`config.mk`:
```
export PLATFORM = sky130hd
export DESIGN_NAME = ex_alu_stage
export DESIGN_NICKNAME = d
export VERILOG_FILES = /design/src/rtl/ex_alu_stage.sv
export SDC_FILE = /design/constraint.sdc
export NUM_CORES = 1
export LEC_CHECK = 0
export BUFFER_PORTS_ARGS = -buffer_cell sky130_fd_sc_hd__clkbuf_2
export CORE_ASPECT_RATIO = 1.2
export CORE_MARGIN = 5
export CORE_UTILIZATION = 45
export CTS_CLUSTER_SIZE = 16
export DETAILED_ROUTE_END_ITERATION = 8
export PLACE_DENSITY_LB_ADDON = 0.15
export REMOVE_ABC_BUFFERS = 1
export SKIP_LAST_GASP = 1
export SLEW_MARGIN = 10
export SYNTH_ARGS = -nofsm -noshare
export SYNTH_HDL_FRONTEND = slang
export SYNTH_SLANG_ARGS = --single-unit
```
`constraint.sdc`:
```
create_clock -name clk -period 10.2 [get_ports clk]
set_input_delay 0 -clock clk [delete_from_list [all_inputs] [get_ports clk]]
set_output_delay 0 -clock clk [all_outputs]
set_load 0.1 [all_outputs]
```
`src/rtl/ex_alu_stage.sv`:
```
// rtl/ex_alu_stage.sv - execute stage: single-cycle ALU, iterative MULT/MULTU into HI/LO, registered output
module ex_alu_stage #(
  parameter int DATA_WIDTH     = 32,
  parameter int REG_ADDR_WIDTH = 5
) (
  input  logic                      clk,
  input  logic                      rst,
  input  logic                      flush,
  input  logic                      in_valid,
  output logic                      in_ready,
  input  logic [5:0]                funct,
  input  logic [DATA_WIDTH-1:0]     op_a,
  input  logic [DATA_WIDTH-1:0]     op_b,
  input  logic [4:0]                shamt,
  input  logic                      in_wb_en,
  input  logic [REG_ADDR_WIDTH-1:0] in_wb_addr,
  output logic                      out_valid,
  input  logic                      out_ready,
  output logic [DATA_WIDTH-1:0]     result,
  output logic                      out_wb_en,
  output logic [REG_ADDR_WIDTH-1:0] out_wb_addr,
  output logic                      busy
);

  localparam logic [5:0] F_SLL   = 6'h00;
  localparam logic [5:0] F_SRL   = 6'h02;
  localparam logic [5:0] F_SRA   = 6'h03;
  localparam logic [5:0] F_SLLV  = 6'h04;
  localparam logic [5:0] F_SRLV  = 6'h06;
  localparam logic [5:0] F_SRAV  = 6'h07;
  localparam logic [5:0] F_MFHI  = 6'h10;
  localparam logic [5:0] F_MFLO  = 6'h12;
  localparam logic [5:0] F_MULT  = 6'h18;
  localparam logic [5:0] F_MULTU = 6'h19;
  localparam logic [5:0] F_ADDU  = 6'h21;
  localparam logic [5:0] F_SUBU  = 6'h23;
  localparam logic [5:0] F_AND   = 6'h24;
  localparam logic [5:0] F_OR    = 6'h25;
  localparam logic [5:0] F_XOR   = 6'h26;
  localparam logic [5:0] F_NOR   = 6'h27;
  localparam logic [5:0] F_SLT   = 6'h2A;
  localparam logic [5:0] F_SLTU  = 6'h2B;

  typedef enum logic [1:0] {S_IDLE, S_BUSY, S_DONE} state_t;

  state_t                  state, state_next;
  logic [4:0]              cnt;
  logic [DATA_WIDTH-1:0]   mcand;
  logic [DATA_WIDTH-1:0]   hi, lo;
  logic [DATA_WIDTH-1:0]   alu_res;
  logic [DATA_WIDTH-1:0]   a_mag, b_mag;
  logic [2*DATA_WIDTH-1:0] prod, prod_step, prod_final;
  logic [DATA_WIDTH:0]     step_sum;
  logic                    neg;
  logic                    accept, is_mul, is_mult_signed, mul_load;

  // Stalls ID while the multiplier runs or while MEM is holding off a full output register.
  assign in_ready       = (state == S_IDLE) && (!out_valid || out_ready) && !flush;
  assign accept         = in_valid && in_ready;
  assign is_mul         = (funct == F_MULT) || (funct == F_MULTU);
  assign is_mult_signed = (funct == F_MULT);
  assign mul_load       = (state == S_DONE) && (!out_valid || out_ready);
  assign busy           = (state != S_IDLE);

  // Signed multiply runs on magnitudes; the sign is reapplied when HI/LO are written.
  assign a_mag = (is_mult_signed && op_a[DATA_WIDTH-1]) ? -op_a : op_a;
  assign b_mag = (is_mult_signed && op_b[DATA_WIDTH-1]) ? -op_b : op_b;

  // Upper half accumulates the multiplicand when the current multiplier bit (LSB) is set, then the
  // whole product shifts right; the multiplier is consumed from the low half as the product fills in.
  assign step_sum   = {1'b0, prod[2*DATA_WIDTH-1:DATA_WIDTH]} + (prod[0] ? {1'b0, mcand} : '0);
  assign prod_step  = {step_sum, prod[DATA_WIDTH-1:1]};
  assign prod_final = neg ? -prod : prod;

  // Single-cycle result selection.
  always_comb begin
    alu_res = '0;
    case (funct)
      F_ADDU: alu_res = op_a + op_b;
      F_SUBU: alu_res = op_a - op_b;
      F_AND:  alu_res = op_a & op_b;
      F_OR:   alu_res = op_a | op_b;
      F_XOR:  alu_res = op_a ^ op_b;
      F_NOR:  alu_res = ~(op_a | op_b);
      F_SLT:  alu_res = {{(DATA_WIDTH-1){1'b0}}, ($signed(op_a) < $signed(op_b))};
      F_SLTU: alu_res = {{(DATA_WIDTH-1){1'b0}}, (op_a < op_b)};
      F_SLL:  alu_res = op_b << shamt;
      F_SRL:  alu_res = op_b >> shamt;
      F_SRA:  alu_res = $signed(op_b) >>> shamt;
      F_SLLV: alu_res = op_b << op_a[4:0];
      F_SRLV: alu_res = op_b >> op_a[4:0];
      F_SRAV: alu_res = $signed(op_b) >>> op_a[4:0];
      F_MFHI: alu_res = hi;
      F_MFLO: alu_res = lo;
      default: alu_res = '0;
    endcase
  end

  // Multiplier state register.
  always_ff @(posedge clk or negedge rst) begin
    if (!rst) state <= S_IDLE;
    else      state <= state_next;
  end

  // Multiplier next state: 32 BUSY iterations, then DONE until the output register is free.
  always_comb begin
    state_next = state;
    case (state)
      S_IDLE: if (accept && is_mul) state_next = S_BUSY;
      S_BUSY: if (cnt == 5'd31)     state_next = S_DONE;
      S_DONE: if (mul_load)         state_next = S_IDLE;
      default:                      state_next = S_IDLE;
    endcase
    if (flush) state_next = S_IDLE;
  end

  // Multiplier operand capture and shift-add iteration.
  always_ff @(posedge clk or negedge rst) begin
    if (!rst) begin
      mcand <= '0;
      prod  <= '0;
      neg   <= 1'b0;
      cnt   <= '0;
    end else if (accept && is_mul) begin
      mcand <= a_mag;
      prod  <= {{DATA_WIDTH{1'b0}}, b_mag};
      neg   <= is_mult_signed && (op_a[DATA_WIDTH-1] ^ op_b[DATA_WIDTH-1]);
      cnt   <= '0;
    end else if (state == S_BUSY) begin
      prod  <= prod_step;
      cnt   <= cnt + 5'd1;
    end
  end

  // HI/LO update when the finished product retires; an aborted multiply leaves them untouched.
  always_ff @(posedge clk or negedge rst) begin
    if (!rst) begin
      hi <= '0;
      lo <= '0;
    end else if (mul_load && !flush) begin
      {hi, lo} <= prod_final;
    end
  end

  // Output register: flush kills, multiply completion or ALU accept loads, a bare transfer drains.
  always_ff @(posedge clk or negedge rst) begin
    if (!rst) begin
      out_valid   <= 1'b0;
      result      <= '0;
      out_wb_en   <= 1'b0;
      out_wb_addr <= '0;
    end else if (flush) begin
      out_valid   <= 1'b0;
    end else if (mul_load) begin
      out_valid   <= 1'b1;
      result      <= '0;
      out_wb_en   <= 1'b0;
      out_wb_addr <= '0;
    end else if (accept && !is_mul) begin
      out_valid   <= 1'b1;
      result      <= alu_res;
      out_wb_en   <= in_wb_en;
      out_wb_addr <= in_wb_addr;
    end else if (out_valid && out_ready) begin
      out_valid   <= 1'b0;
    end
  end

endmodule

```
== Word-level counts from Yosys, hierarchy flattened ==
Cells that the tools add are included.
Widths: inputs -> output; s select.

* Register bits after elaboration: 207
* Latch bits: 0
* RAM bits: 0
* Memory bits (read-only): 0
* Output and inout bits: 41
* Memories: 0

* Add/subtract/negate cells: 7
* Multiply operators: 0
* Divide/modulo/power cells: 0
* Magnitude comparators: 2
* Equality and inequality tests: 23
* Shifts and indexed selects: 6
* Muxes and demuxes: 24
* Bitwise logic cells: 6
* Reductions and logical operators: 24

{| class="wikitable"
|+ Operator list
! cell !! number
|-
| $pmux 32 s16 || 1
|-
| $mux 64 || 3
|-
| $mux 32 || 5
|-
| $lt 32x32->1 || 2
|-
| $neg 32->32 || 2
|-
| $neg 64->64 || 1
|-
| $shl 32x5->32 || 2
|-
| $shr 32x5->32 || 2
|-
| $sshr 32x5->32 || 2
|-
| $eq 6x6->1 const B || 8
|-
| $add 32x32->33 || 1
|-
| $add 32x32->32 || 1
|-
| $and 32x32->32 || 1
|-
| $not 32->32 || 1
|-
| $or 32x32->32 || 1
|-
| $sub 32x32->32 || 1
|-
| $xor 32x32->32 || 1
|-
| $eq 6x5->1 const B || 4
|-
| $mux 5 || 4
|-
| $eq 6x3->1 const B || 3
|-
| $eq 6x2->1 const B || 2
|-
| $logic_and 1x1->1 || 11
|-
| $mux 2 || 4
|-
| $logic_not 6->1 || 1
|-
| 17 further kinds || 28
|}

== Longest topological paths before layout ==
* Depth in word-level cells: 9
* Depth in mapped cells: 15
* Depth with buffers taken out: 14

== Worst setup path before layout ==
No wires, ideal clock.

* Kind: register to register
* Start point: register prod[0]
* End point: register prod[63]
* Library setup time: 0.138 ns
* Arrival: 3.250 ns
* Data required time: 10.062 ns
* Path slack: 6.812 ns
* Stages on the path, launching flop included: 14
* Period minus slack after synthesis: 3.388 ns
* Cell sequence: dfrtp_1 clkbuf_1 and2_1 ha_1 a21o_1 a21o_1 a2111oi_0 o31ai_1 nand2_1 a31oi_1 or4_1 a31o_2 a2111oi_0 a21oi_1

* Word-level cells in the longest chain between the ends: 4

{| class="wikitable"
|+ Ends and longest elaborated chain
! element !! line !! source
|-
| start, declared || 52 || <nowiki>logic [2*DATA_WIDTH-1:0] prod, prod_step, prod_final;</nowiki>
|-
| start signal, assigned || 126 || <nowiki>prod <= {{DATA_WIDTH{1'b0}}, b_mag};</nowiki>
|-
| start signal, assigned || 130 || <nowiki>prod <= prod_step;</nowiki>
|-
| $mux 32 || 71 || <nowiki>assign step_sum = {1'b0, prod[2*DATA_WIDTH-1:DATA_WIDTH]} + (prod[0] ? {1'b0, mcand} : '0);</nowiki>
|-
| $add 32x32->33 || 71 ||
|-
| $mux 64 || 129 || <nowiki>end else if (state == S_BUSY) begin</nowiki>
|-
| $mux 64 || 124 || <nowiki>end else if (accept && is_mul) begin</nowiki>
|}

No other way between the ends. The select of a mux whose other input is x is not followed.
A chain may end at the register's enable or synchronous reset.

== Final worst setup path ==
* Start point: input port funct[1]
* End point: register result[5]

* Word-level cells in the longest chain between the ends: 6
* Elaborated cells on any way between the ends: 26

{| class="wikitable"
|+ Ends and longest elaborated chain
! element !! line !! source
|-
| start, declared || 11 || <nowiki>input logic [5:0] funct,</nowiki>
|-
| parallel branches: the longest is 6 deep, another holds $pmux 32 s16 || n/a ||
|-
| end signal, assigned || 161 || <nowiki>result <= alu_res;</nowiki>
|-
| end, declared || 19 || <nowiki>output logic [DATA_WIDTH-1:0] result,</nowiki>
|}

Parallel ways; which one is timed is not known. The select of a mux whose other input is x is not followed.

==> results.md <==
- Cell Rows: 91
- Initial Util: 45.6%
- Leak: ~0.011 uW
- Slowest stage delay, CP: between 1 and 1.5 ns
- Commonest non-fill, non-tap cell in the layout: nand2_1
- Critical path launch point type: primary input
- Global-route wire length before repair: 172 mm
- Mean Syn Cell Area: 7.67 sq um
- Root Buffer: clkbuf_16
- Initial drt markers: 3,777
- Yosys cell types: 98
- Setup violations, final: 0
- Routability cong.: 1.08
- CTS tree: done
- Post-place setup slack: around 5 ns
- Logic pwr share: 41.6%
- Iteration count of the initial detailed-routing pass: 7
- Synth Register Bits: 207
- EDFF count, synth: 0
- Mapped Cells: 3,055
- Clock Path Buffers: 3
- GRT Overall Usage: 40.3%
- Port bufs: around 130
- Top cells by area, synth: dfrtp_1, ha_1, o21ai_0
- Post-Syn Area: 23,400 sq um
- Net Sw Power: 1480 uW
- Fin. Hold Viols: 0
- Ratio of cells with drive above 1 in the final layout: 11.8%
- Most frequent cells in the layout: nand2_1, o21ai_0, dfrtp_1, a21oi_1, nor2_1
- Congestion Overflow GR: 0
- Relative slew slack: 17.3%
- CP max FO: 65
- Slowest cell on crit path: a2111oi_0
- Worst min path class: in -> reg
- Total Negative Setup Slacks: 0 ns
- Clock Skew: 0.0120 ns
- Synth warn: 0
- TritonCTS Sinks: between 200 and 250
- HP Start: op_a[11]
- # IOs: 127
- CP Capture Type: flop
- Worst r2r src: prod[0]
- Min Tclk post-route: just under 5 ns
- Via density: 6.86
- CTS H-tree depth: 1
- FF-to-FF setup slack: 5.68 ns
- Unrepaired setup endpoints after global routing: no
- Post-CTS Setup Inserts: 0
- Post-synth ARST share: 100%
- Peak Freq: 206 MHz
- Power Internal: 1910 uW
- Core Util, Final: 49.9%
- Routed WL: 119 mm
- DRC viols: 0
- Sw frac: 43.6%
- Worst Reg-to-Reg Cells: 12
- PD cells: around 130 nW/um^2
- Die Span Y: 260 microns
- Post-placement cell count: 3,717
- Worst hold path depth: 4
- Critical Path AT: 5.28 ns
- Seq/Total Area, Yosys: roughly 22%
- Hold worst-path end: mcand[11]
- Cts repair resizes: 0
- Die width: roughly 220 microns
- Number of buffers created by CTS: 24
- Status: finished, final reports clean
- Detailed placement HPWL: approximately 90 mm
- MaxCap Viol Count: 0
- Clock Latency Late Sink: 0.56 ns
- Initial antenna violation count: 3
- Slew Viols, Final: 0
- Synth top area share: 22.1%
- Clock group share of total power: 26.1%
- Synthesis-to-finish area growth: 9.47%
- Worst EP required: 10.62 ns
- Worst Slack Setup Final: around 5.3 ns
- Die area: 56,800 sq um
- CP Class: in -> reg
- Critical-path cell list: buf_2, buf_4, buf_4, nand2_1, nor2_4, mux2i_2, mux2i_1, mux2i_1, nor3_1, a2111oi_0, o221ai_1, nor4b_1, o21ai_0
- Total Nets Final: 3,303
- Beginning of the critical path: funct[1]
- Max VDD drop: 147 uV
- Critical R2R Capture: prod[63]
- Vias in the first global route: 24,900
- Final Power: approximately 3400 uW
- Fillers: 5,124
- ANT nets after route: 0
- Reg clk slew, reported paths: 0.07 ns
- Core ar.: 51,500 sq um
- Final period utilization: 47.6%
- Most area-hungry cell type in the Yosys netlist: dfrtp_1
- Sequential Power Share: between 30% and 40%
- Largest net degree at the start of global routing: 111
- Top_reg_cell synth: dfrtp_1
- Least-Margin Pin Slew: between 1 and 1.5 ns
- Drt wl/cell: around 31 microns
- Fin cells: approximately 3,800
- DR vias: 26,000
[synth_stat cells, drive strengths merged (23+ instances only)]
cell type	number
xnor2	90
mux2i	99
o211ai	42
nand2b	23
nor4	29
a31oi	45
mux4	45
a21o	41
o21ai	334
a211oi	64
buf	46
nor3	93
or3	25
o31ai	38
ha	148
a21oi	206
inv	108
xor2	81
and2	38
nor2	196
o22ai	30
nand2	392
clkbuf	187
a22oi	56
dfrtp	207
nand3	74
[worst max-delay path: cells and delay by family]
kind / cells / cell delay (ns)
AND/OR/NAND/NOR: 4 / 1.24
AO/OA/AOI/OAI: 3 / 1.44
buffers and inverters: 3 / 1.01
multiplexers: 3 / 1.50
[power by group through the flow]
stage	Combinational, uW	Clock, uW	Sequential [uW]
after global placement	1340	0	1100
final	1410	887	1090
after floorplan	855	0	1110
after global routing	1510	929	1110
after detailed placement	1360	0	1110
after CTS	1370	900	1090
[worst max-delay path by stage]
stage | slack, ns | to
finish | 5.35 | result[5]
global route | 5.26 | result[5]
CTS | 5.62 | prod[63]
detailed placement | 5.11 | result[5]
global placement | 5.11 | result[5]
floorplan | 4.98 | result[4]
[routing by layer]
| layer | track usage, % | up-vias | part of all wire, % |
|---|---|---|---|
| met5 | 0 | - | 0 |
| met1 | 50.3 | 12500 | 37 |
| met2 | 63.1 | 1642 | 44 |
| li1 | - | 11300 | - |
| met3 | 8.58 | 448 | 10 |
| met4 | 26.0 | 0 | 8.2 |
[timing repair]
| action | CTS | global route |
|---|---|---|
| endpoints found under the hold margin | 91 | 0 |
| hold buffers | 20 | 0 |
| setup endpoints to repair | 0 | 0 |
[cell type report]
cell class | count | area, sq um | area share (%)
clock buffers | 30 | 664 | 2.59
repair buffers | 218 | 1380 | 5.39
diodes | 2 | 5.00 | 0.0195
clock inverters | 14 | 115 | 0.448
multi-input cells | 2503 | 17000 | 66.3
flip-flops and latches | 207 | 5180 | 20.2
inverters | 112 | 420 | 1.64
well taps | 697 | 872 | 3.40
[through the flow]
| step | hold slack, ns | instance area [sq um] |
|---|---|---|
| floorplan | -0.296 | 22500 |
| global placement | 0.0516 | 24700 |
| detailed placement | 0.0467 | 24700 |
| CTS | 0.00257 | 25700 |
| global route | 0.0477 | 25700 |
| finish | 0.0326 | 25700 |
[logic make-up after synthesis]
family / synth area share, %
AO/OA/AOI/OAI: 29.0
AND/OR/NAND/NOR: 19.2
buffers and inverters: 5.82
flip-flops: 22.1
XOR/XNOR: 6.39
multiplexers: 9.33
adder cells (fa/ha/maj): 8.15
[sequential cells by signal, summed over array words and instances, names as in the netlist]
signal,count
lo,32
mcand,32
out_wb_en,1
prod,64
hi,32
state,2
neg,1
out_valid,1
cnt,5
out_wb_addr,5
result,32
Note: power is estimated with default switching activity, not from simulation.
